--- config.mk ---
export PLATFORM = sky130hd
export DESIGN_NAME = updown_counter_param_flat
export DESIGN_NICKNAME = d
export VERILOG_FILES = /design/src/rtl/updown_counter_param_pkg.sv /design/src/rtl/updown_counter_param_if.sv /design/src/rtl/dff_ar.sv /design/src/rtl/updown_counter_param.sv /design/src/flat_wrapper.sv
export SDC_FILE = /design/constraint.sdc
export NUM_CORES = 1
export LEC_CHECK = 0
export ABC_AREA = 1
export CAP_MARGIN = 20
export CELL_PAD_IN_SITES_DETAIL_PLACEMENT = 1
export CELL_PAD_IN_SITES_GLOBAL_PLACEMENT = 1
export CORE_AREA = 2 2 39 41
export CTS_BUF_LIST = sky130_fd_sc_hd__clkbuf_2
export DETAILED_ROUTE_END_ITERATION = 8
export DIE_AREA = 0 0 41 43
export MAX_ROUTING_LAYER = met4
export PLACE_DENSITY_LB_ADDON = 0.1
export SKIP_LAST_GASP = 1
export SYNTH_ARGS = -nofsm -noshare
export SYNTH_HDL_FRONTEND = slang
export SYNTH_HIERARCHICAL = 1
export SYNTH_SLANG_ARGS = --single-unit
--- constraint.sdc ---
create_clock -name clk -period 1.2 [get_ports clk]
set_input_delay 0.18 -clock clk [delete_from_list [all_inputs] [get_ports clk]]
set_output_delay 0.18 -clock clk [all_outputs]
set_load 0.02 [all_outputs]
--- src/rtl/updown_counter_param_pkg.sv ---
// rtl/updown_counter_param_pkg.sv - shared mode constants and operation decode for the up/down counter
package updown_counter_param_pkg;

    localparam int MODE_WRAP = 0;
    localparam int MODE_SAT  = 1;

    typedef enum logic [1:0] {
        OP_HOLD,
        OP_LOAD,
        OP_INC,
        OP_DEC
    } op_e;

    // load outranks enable, enable outranks hold
    function automatic op_e decode_op(input logic load, input logic en, input logic up_dn);
        op_e op;
        if (load) begin
            op = OP_LOAD;
        end else if (en) begin
            op = up_dn ? OP_INC : OP_DEC;
        end else begin
            op = OP_HOLD;
        end
        return op;
    endfunction

endpackage

--- src/rtl/updown_counter_param_if.sv ---
// rtl/updown_counter_param_if.sv - control and status bundle of the up/down counter
interface updown_counter_param_if #(
    parameter int WIDTH = 3
);
    logic             en;
    logic             up_dn;
    logic             load;
    logic [WIDTH-1:0] load_val;
    logic [WIDTH-1:0] count;
    logic             tc;
    logic             wrap;

    modport master (
        output en, up_dn, load, load_val,
        input  count, tc, wrap
    );

    modport slave (
        input  en, up_dn, load, load_val,
        output count, tc, wrap
    );
endinterface

--- src/rtl/dff_ar.sv ---
// rtl/dff_ar.sv - D register with asynchronous active-low clear to zero
module dff_ar #(
    parameter int WIDTH = 1
) (
    input  logic             clk,
    input  logic             reset,
    input  logic [WIDTH-1:0] d,
    output logic [WIDTH-1:0] q
);

    always_ff @(posedge clk or negedge reset) begin
        if (!reset) begin
            q <= '0;
        end else begin
            q <= d;
        end
    end

endmodule

--- src/rtl/updown_counter_param.sv ---
// rtl/updown_counter_param.sv - parametrised up/down counter with load clamp, wrap/saturate and tc/wrap flags
module updown_counter_param
    import updown_counter_param_pkg::*;
#(
    parameter int WIDTH   = 3,
    parameter int MODULUS = 8,
    parameter int MODE    = MODE_WRAP
) (
    input  logic                  clk,
    input  logic                  reset,
    updown_counter_param_if.slave bus
);

    localparam logic [WIDTH-1:0] MAX_CNT    = WIDTH'(MODULUS - 1);
    localparam bit               FULL_RANGE = (longint'(MODULUS) == (longint'(1) << WIDTH));

    if (WIDTH < 1 || MODULUS < 2 || longint'(MODULUS) > (longint'(1) << WIDTH)) begin : g_bad_param
        $error("updown_counter_param: MODULUS must lie in 2..2**WIDTH");
    end

    logic             over_range;
    logic             load_over;
    logic             at_max;
    logic             at_zero;
    logic [WIDTH-1:0] count_d;
    logic             wrap_d;
    op_e              op;

    // with a full-range modulus no code is out of range, so skip the compares entirely
    if (FULL_RANGE) begin : g_full
        assign over_range = 1'b0;
        assign load_over  = 1'b0;
    end else begin : g_part
        assign over_range = bus.count > MAX_CNT;
        assign load_over  = bus.load_val > MAX_CNT;
    end

    assign at_max  = (bus.count == MAX_CNT);
    assign at_zero = (bus.count == '0);

    always_comb begin
        count_d = bus.count;
        wrap_d  = 1'b0;
        op      = decode_op(bus.load, bus.en, bus.up_dn);
        case (op)
            OP_LOAD: begin
                count_d = load_over ? MAX_CNT : bus.load_val;
            end
            OP_INC: begin
                if (over_range) begin
                    count_d = '0;
                end else if (at_max) begin
                    if (MODE == MODE_WRAP) begin
                        count_d = '0;
                        wrap_d  = 1'b1;
                    end
                end else begin
                    count_d = bus.count + WIDTH'(1);
                end
            end
            OP_DEC: begin
                if (over_range) begin
                    count_d = '0;
                end else if (at_zero) begin
                    if (MODE == MODE_WRAP) begin
                        count_d = MAX_CNT;
                        wrap_d  = 1'b1;
                    end
                end else begin
                    count_d = bus.count - WIDTH'(1);
                end
            end
            default: begin
                if (over_range) begin
                    count_d = '0;
                end
            end
        endcase
    end

    assign bus.tc = bus.en & ((bus.up_dn & at_max) | (~bus.up_dn & at_zero));

    dff_ar #(.WIDTH(WIDTH)) u_count (
        .clk   (clk),
        .reset (reset),
        .d     (count_d),
        .q     (bus.count)
    );

    dff_ar #(.WIDTH(1)) u_wrap (
        .clk   (clk),
        .reset (reset),
        .d     (wrap_d),
        .q     (bus.wrap)
    );

endmodule

--- src/flat_wrapper.sv ---
// flat-port wrapper written by rule: the top's interface ports become plain ports
module updown_counter_param_flat import updown_counter_param_pkg::*;
#(
    parameter int WIDTH   = 3,
    parameter int MODULUS = 8,
    parameter int MODE    = MODE_WRAP
)
  (clk, reset, bus_en, bus_up_dn, bus_load, bus_load_val, bus_count, bus_tc, bus_wrap);
  updown_counter_param_if #(.WIDTH(WIDTH)) bus_i ();
  input  logic clk;
  input  logic reset;
  input wire logic [$bits(bus_i.en)-1:0] bus_en;
  input wire logic [$bits(bus_i.up_dn)-1:0] bus_up_dn;
  input wire logic [$bits(bus_i.load)-1:0] bus_load;
  input wire logic [$bits(bus_i.load_val)-1:0] bus_load_val;
  output wire logic [$bits(bus_i.count)-1:0] bus_count;
  output wire logic [$bits(bus_i.tc)-1:0] bus_tc;
  output wire logic [$bits(bus_i.wrap)-1:0] bus_wrap;
  assign bus_i.en = bus_en;
  assign bus_i.up_dn = bus_up_dn;
  assign bus_i.load = bus_load;
  assign bus_i.load_val = bus_load_val;
  assign bus_count = bus_i.count;
  assign bus_tc = bus_i.tc;
  assign bus_wrap = bus_i.wrap;
  updown_counter_param #(.WIDTH(WIDTH), .MODULUS(MODULUS), .MODE(MODE)) u_core (.clk(clk), .reset(reset), .bus(bus_i));
endmodule
==> results.json, run 1 <==
{
  "outcome": "finished, violations left",
  "failed_checks": "negative setup slack",
  "drt-total-wl_um": 1110,
  "synth_xor_area_share_pct": 0,
  "synth.avg_cell_area_um2": 7.07,
  "synth_top_family_by_area": "simple AND/OR/NAND/NOR gates",
  "synthToLayoutAreaGrowth_pct": 112,
  "grt_usage_pct": 14.4,
  "ys_warn_count": 6,
  "cts_tree": "built",
  "rsz0062_at_grt": "yes",
  "grt_pass1_wl_um": 1660,
  "grt_start_max_net_pins": 6,
  "drcViolationCount": 0,
  "critPathLaunch": "u_core/u_count/q[0]$_DFF_PN0_",
  "io_buffer_count": 12,
  "die-area_um2": 1760,
  "cap_viol_max_count": 0,
  "drt_first_pass_iters": 2,
  "start_util_pct": 23.5,
  "cpPeakStageDelay_ns": 0.44,
  "placed_area_um2": 612,
  "drive_gt1_share_pct": 61.0,
  "htreeDepth": 1,
  "synth-seq-area-share_pct": 30.8,
  "holdCritPathClass": "in -> async",
  "maxSlewHeadroom_pct": 84.6,
  "finalClockSkew_ns": 0.00740,
  "synth_fa_ha_area_share_pct": 15.4,
  "fin_crit_ns": 1.47,
  "cts_buffers": 3,
  "synth_compound_area_share_pct": 3.85,
  "hold_buffers": 0,
  "hpwlAfterDp_um": 878,
  "synth_cell_type_count": 14,
  "critPathRequiredTime_ns": 1.02,
  "postSynthCellCount": 46,
  "vias": 405,
  "netlist_area_um2": 325,
  "final_common_cell": "buf_4",
  "antenna_found_initial": 0,
  "clk_pin_slew_worst_paths_ns": 0.05,
  "synth_area_leaders": "dfrtp_1 31%, nand2_1 17%, ha_1 15%, inv_1 5.8%, nor2_1 5.8%",
  "crit_path_start_kind": "flop",
  "fin_util_pct": 49.9,
  "clk_path_buf_depth": 2,
  "netlist.top_cell.by_area": "dfrtp_1",
  "ys_ff_latch": 4,
  "power_density_nw_per_um2": 917,
  "first_iter_violations": 5,
  "row_count": 14,
  "ir_worst_vdd_uv": 267,
  "ant_nets": 0,
  "cp_common_cell": "ha_4",
  "dp_slack_ns": -0.548,
  "fin_crit_sh_pct": 123,
  "p_leak_nw": 0.323,
  "vias_per_cell": 4.35,
  "synth_top_area_share_pct": 30.8,
  "path_cells": "ha_4 > ha_4 > o21ai_4 > nor2_4 > buf_6",
  "mostFrequentLayoutCells": "15 x buf_4, 12 x nand2_1, 7 x clkdlybuf4s50_1",
  "grt_pass1_vias": 417,
  "worst_pin_slew_ns": 0.230,
  "cts_sinks": 4,
  "worstSkewPairLatency_ns": 0.20,
  "die_w_um": 41,
  "worst_setup_path_end_kind": "primary output",
  "gr-total-overflow": 0,
  "timing.fmax_mhz": 680,
  "cp_max_fo": 3,
  "syn_nets": 58,
  "num-nets-final": 91,
  "num_io_pins": 13,
  "antennaDiodeCount": 0,
  "drv_slew": 0,
  "synthSimpleGateAreaFrac_pct": 41.9,
  "synthMuxAreaShare_pct": 0,
  "r2r_slack_ns": -0.14,
  "cp.arrival_ns": 1.29,
  "slowest_stage": "dfrtp_2",
  "r2r-start": "u_core/u_count/q[0]$_DFF_PN0_",
  "critPathKind": "reg -> out",
  "final_area_um2": 691,
  "die_y_um": 43,
  "core_um2": 1380,
  "layout_setup_ws_ns": -0.271,
  "cts_root_buf": "clkbuf_2",
  "gp_congestion": 0.723,
  "hold_violations": 0,
  "avgRoutedWirePerCell_um": 11.9,
  "final-setup-viol-count": 5
}
-- registers in the layout, indices dropped and copies added (netlist names) --
| name | flops |
|---|---|
| u_core/u_count/q | 3 |
| u_core/u_wrap/q | 1 |
-- synth_stat cells (all sizes together) --
cell,number
dfrtp,4
ha,4
inv,7
nand2,16
nand3,4
nand4,2
nor2,7
o21a,1
o21ai,1
-- cell families after synthesis --
group / count (synthesis)
buffers and inverters: 7
flip-flops: 4
adder cells (fa/ha/maj): 4
AND/OR/NAND/NOR: 29
AO/OA/AOI/OAI: 2
-- path summary, 6_finish.rpt --
| check | endpoint | cells after the start |
|---|---|---|
| worst max-delay path | bus_tc | 5 |
| worst min-delay path | u_core/u_count/q[2]$_DFF_PN0_ | 1 |
| worst max register to register | u_core/u_count/q[0]$_DFF_PN0_ | 7 |
| worst min register to register | u_core/u_count/q[1]$_DFF_PN0_ | 3 |
| max in group asynchronous | u_core/u_count/q[1]$_DFF_PN0_ | 1 |
| min in group clk | u_core/u_count/q[1]$_DFF_PN0_ | 3 |
-- stage by stage --
| stage | instances | hold slack [ns] | power, mW | setup TNS, ns |
|---|---|---|---|---|
| after floorplan | 46 | -0.116 | 0.326 | -0.0315 |
| after global placement | 85 | 0.396 | 0.474 | -1.02 |
| after detailed placement | 85 | 0.395 | 0.480 | -1.07 |
| after CTS | 90 | 0.166 | 0.600 | -0.512 |
| after global routing | 93 | 0.166 | 0.685 | -0.890 |
| final | 93 | 0.172 | 0.633 | -0.643 |
-- routing by layer --
layer	routed length, um	track usage (%)	part of all wire, %	up-vias
li1	-	-	-	206
met1	419	15.7	38	189
met2	654	24.7	59	10
met3	33	0	3.0	0
met4	0	8.00	0	0
met5	0	-	0	-
-- where the power goes --
group / internal (mW) / switching [mW]
Clock: 0.0672 / 0.0517
Sequential: 0.153 / 0.0237
Combinational: 0.176 / 0.162
Total: 0.396 / 0.238
-- cell type report --
class                      instances  area (um^2)
fill                             177          693
multi-input combinational         35          298
timing repair buffer              28          229
sequential                         4          103
inverter                           7         26.3
tap                               16         20.0
clock buffer                       3         15.0
-- worst max-delay path, delay by kind of cell, from the launching register on --
family	cells	cell delay, ns
adder cells (fa/ha/maj)	2	0.33
buffers and inverters	1	0.12
AO/OA/AOI/OAI	1	0.15
flip-flops	1	0.44
AND/OR/NAND/NOR	1	0.04
-- repair_timing --
item | 4_1_cts | 5_1_grt
pin swaps | 3 | 7
buffers inserted | 2 | 3
setup endpoints to repair | 6 | 5
resized for setup | 19 | 10
Power figures use the tool's default switching activity.
==> run 2, diff against run 1 <==
Settings changed: ABC_CLOCK_PERIOD_IN_PS set to 1200.
==> results of run 2 <==
The final DEF is identical to that of run 1; final timing and power are the same.
==> variant: new RTL, flow settings as in run 2 <==
`WIDTH` is set to 3 in 3 places; all go to 6.
--- a/src/rtl/updown_counter_param_if.sv
+++ b/src/rtl/updown_counter_param_if.sv
@@ -1,5 +1,5 @@
 // rtl/updown_counter_param_if.sv - control and status bundle of the up/down counter
 interface updown_counter_param_if #(
-    parameter int WIDTH = 3
+    parameter int WIDTH = 6
 );
     logic             en;
--- a/src/rtl/updown_counter_param.sv
+++ b/src/rtl/updown_counter_param.sv
@@ -3,5 +3,5 @@
     import updown_counter_param_pkg::*;
 #(
-    parameter int WIDTH   = 3,
+    parameter int WIDTH   = 6,
     parameter int MODULUS = 8,
     parameter int MODE    = MODE_WRAP
--- a/src/flat_wrapper.sv
+++ b/src/flat_wrapper.sv
@@ -2,5 +2,5 @@
 module updown_counter_param_flat import updown_counter_param_pkg::*;
 #(
-    parameter int WIDTH   = 3,
+    parameter int WIDTH   = 6,
     parameter int MODULUS = 8,
     parameter int MODE    = MODE_WRAP
Ports: changed (resized bus_count and bus_load_val); port bits go from 13 to 19. The function was not compared with the original's and may differ.
==> variant against run 2 <==
Worst setup slack worse by 150 ps. Largest cell class unchanged. Power rose by 16%. Sequential cell count up 3. Largest power group unchanged. Via count is 64% higher. Design area rose by 35%. Sequential share of layout area grew 4.2 points. Routed wire length rose by 100%. Synthesized area rose by 61%. The flow still finishes with violations (negative setup slack).
==> variant: results <==
metrics = {
    "timing": {
        "worst_clock_skew_ps": 6.261,
        "timing.final.setup_violations": 6,
        "period_share": 1.350,
        "timing.final.ws_setup_ps": -420.2,
    },
    "synth": {
        "yosys_synthesis_warning_count": 6,
        "syn-num-nets": 86,
        "synth_cell_type_count": 22,
        "synth_top_cells_by_count": "sky130_fd_sc_hd__nand2_1 (14), sky130_fd_sc_hd__inv_1 (13), sky130_fd_sc_hd__dfrtp_1 (7), sky130_fd_sc_hd__nand3_1 (7), sky130_fd_sc_hd__nor2_1 (6)",
    },
    "layout": {
        "num-nets-final": 129,
        "flow.area_growth_from_synthesis_pct": 77.80,
        "fraction_of_final_layout_cells_sized_beyond_drive_strength_1": 0.4435,
        "largest_registers": "u_core/u_count/q x6, u_core/u_wrap/q x1",
    },
    "outcome": {
        "run_status": "finished with violations",
        "failed_checks": "negative setup slack",
    },
    "place": {
        "postPlaceCellArea_um2": 867.1,
        "hpwl_um": 1484,
        "gp_congestion": 0.8310,
    },
    "detailed_routing": {
        "detailedRoute.firstPassIterationCount": 4,
        "drt_wl_total_um": 2221,
        "iter_0_drt_violations": 14,
    },
    "grt": {
        "global_route_wire_length_before_repair_um": 3401,
        "grt_pass1_vias": 721,
        "grt_usage": 0.3044,
    },
    "worst_hold_path": {
        "hold_path_class": "input port to asynchronous set/reset pin",
    },
    "power": {
        "leakage_component_of_the_power_nw": 0.4747,
        "max-vdd-ir-drop_mv": 0.4871,
    },
    "worst_setup_path": {
        "critPathArrivalTime_ps": 1440,
        "path_max_fanout": 4,
    },
    "clocking": {
        "reg_clk_slew_reported_paths_ps": 90,
        "clk-insertion-delay-late_ps": 240,
    },
}
[variant: kinds of logic after synthesis]
family,share of synthesized area
XOR/XNOR,0.03342
buffers and inverters,0.09308
flip-flops,0.3341
AND/OR/NAND/NOR,0.4081
adder cells (fa/ha/maj),0.04773
AO/OA/AOI/OAI,0.07636
other,0.007153
[variant: critical path, cell delays in order, from the launching register on]
cell	delay, ps
sky130_fd_sc_hd__dfrtp_2	440
sky130_fd_sc_hd__inv_2	100
sky130_fd_sc_hd__ha_4	150
sky130_fd_sc_hd__nand2_4	60
sky130_fd_sc_hd__nor2_4	100
sky130_fd_sc_hd__nand3_1	90
sky130_fd_sc_hd__a21boi_2	120
sky130_fd_sc_hd__buf_4	140
[variant: repair_timing]
action,4_1_cts,5_1_grt
gates cloned,0,0
buffers inserted,2,3
pin swaps,3,3
resized for setup,23,13
endpoints found under the setup margin,13,11
hold endpoints to repair,0,0
[variant: per-layer routing]
metal	wire [um]	part of all wire	track usage
met4	0	0	0.07333
met2	1194	0.54	0.5000
met3	57	0.026	0.06283
met1	969	0.44	0.3636
met5	0	0	-
[variant: worst paths after layout]
path / startpoint / end / slack [ps] / cells past startpoint
min reg2reg: u_core/u_count/q[1]$_DFF_PN0_ / u_core/u_count/q[1]$_DFF_PN0_ / 700 / 3
min in group clk: bus_load_val[1] / u_core/u_count/q[1]$_DFF_PN0_ / 600 / 3
max in group asynchronous: reset / u_core/u_count/q[1]$_DFF_PN0_ / 680 / 1
min: reset / u_core/u_wrap/q$_DFF_PN0_ / 220 / 1
max reg2reg: u_core/u_count/q[1]$_DFF_PN0_ / u_core/u_count/q[5]$_DFF_PN0_ / -160 / 8
max: u_core/u_count/q[1]$_DFF_PN0_ / bus_tc / -420 / 7
[variant: where the power goes]
part | internal, mW | total (mW) | switching (mW)
sequential | 0.249 | 0.266 | 0.0170
combinational | 0.141 | 0.285 | 0.144
clock | 0.0887 | 0.186 | 0.0975
[variant: metrics by stage]
step	std cells	hold WS [ps]	power, mW	setup TNS [ps]
final	131	217.2	0.7370	-848.3
after CTS	130	213.2	0.7169	-569.9
after global routing	131	227.2	0.7932	-1224
after floorplan	73	-115.6	0.3792	-230.1
after detailed placement	124	484.3	0.5210	-1714
after global placement	124	481.0	0.5088	-1320
[variant: area by class of cell]
type,instances,area share
Clock buffer,4,0.02148
Inverter,13,0.05235
Multi-Input combinational cell,53,0.3799
Sequential cell,7,0.1906
Tap cell,16,0.02148
Timing Repair Buffer,38,0.3342
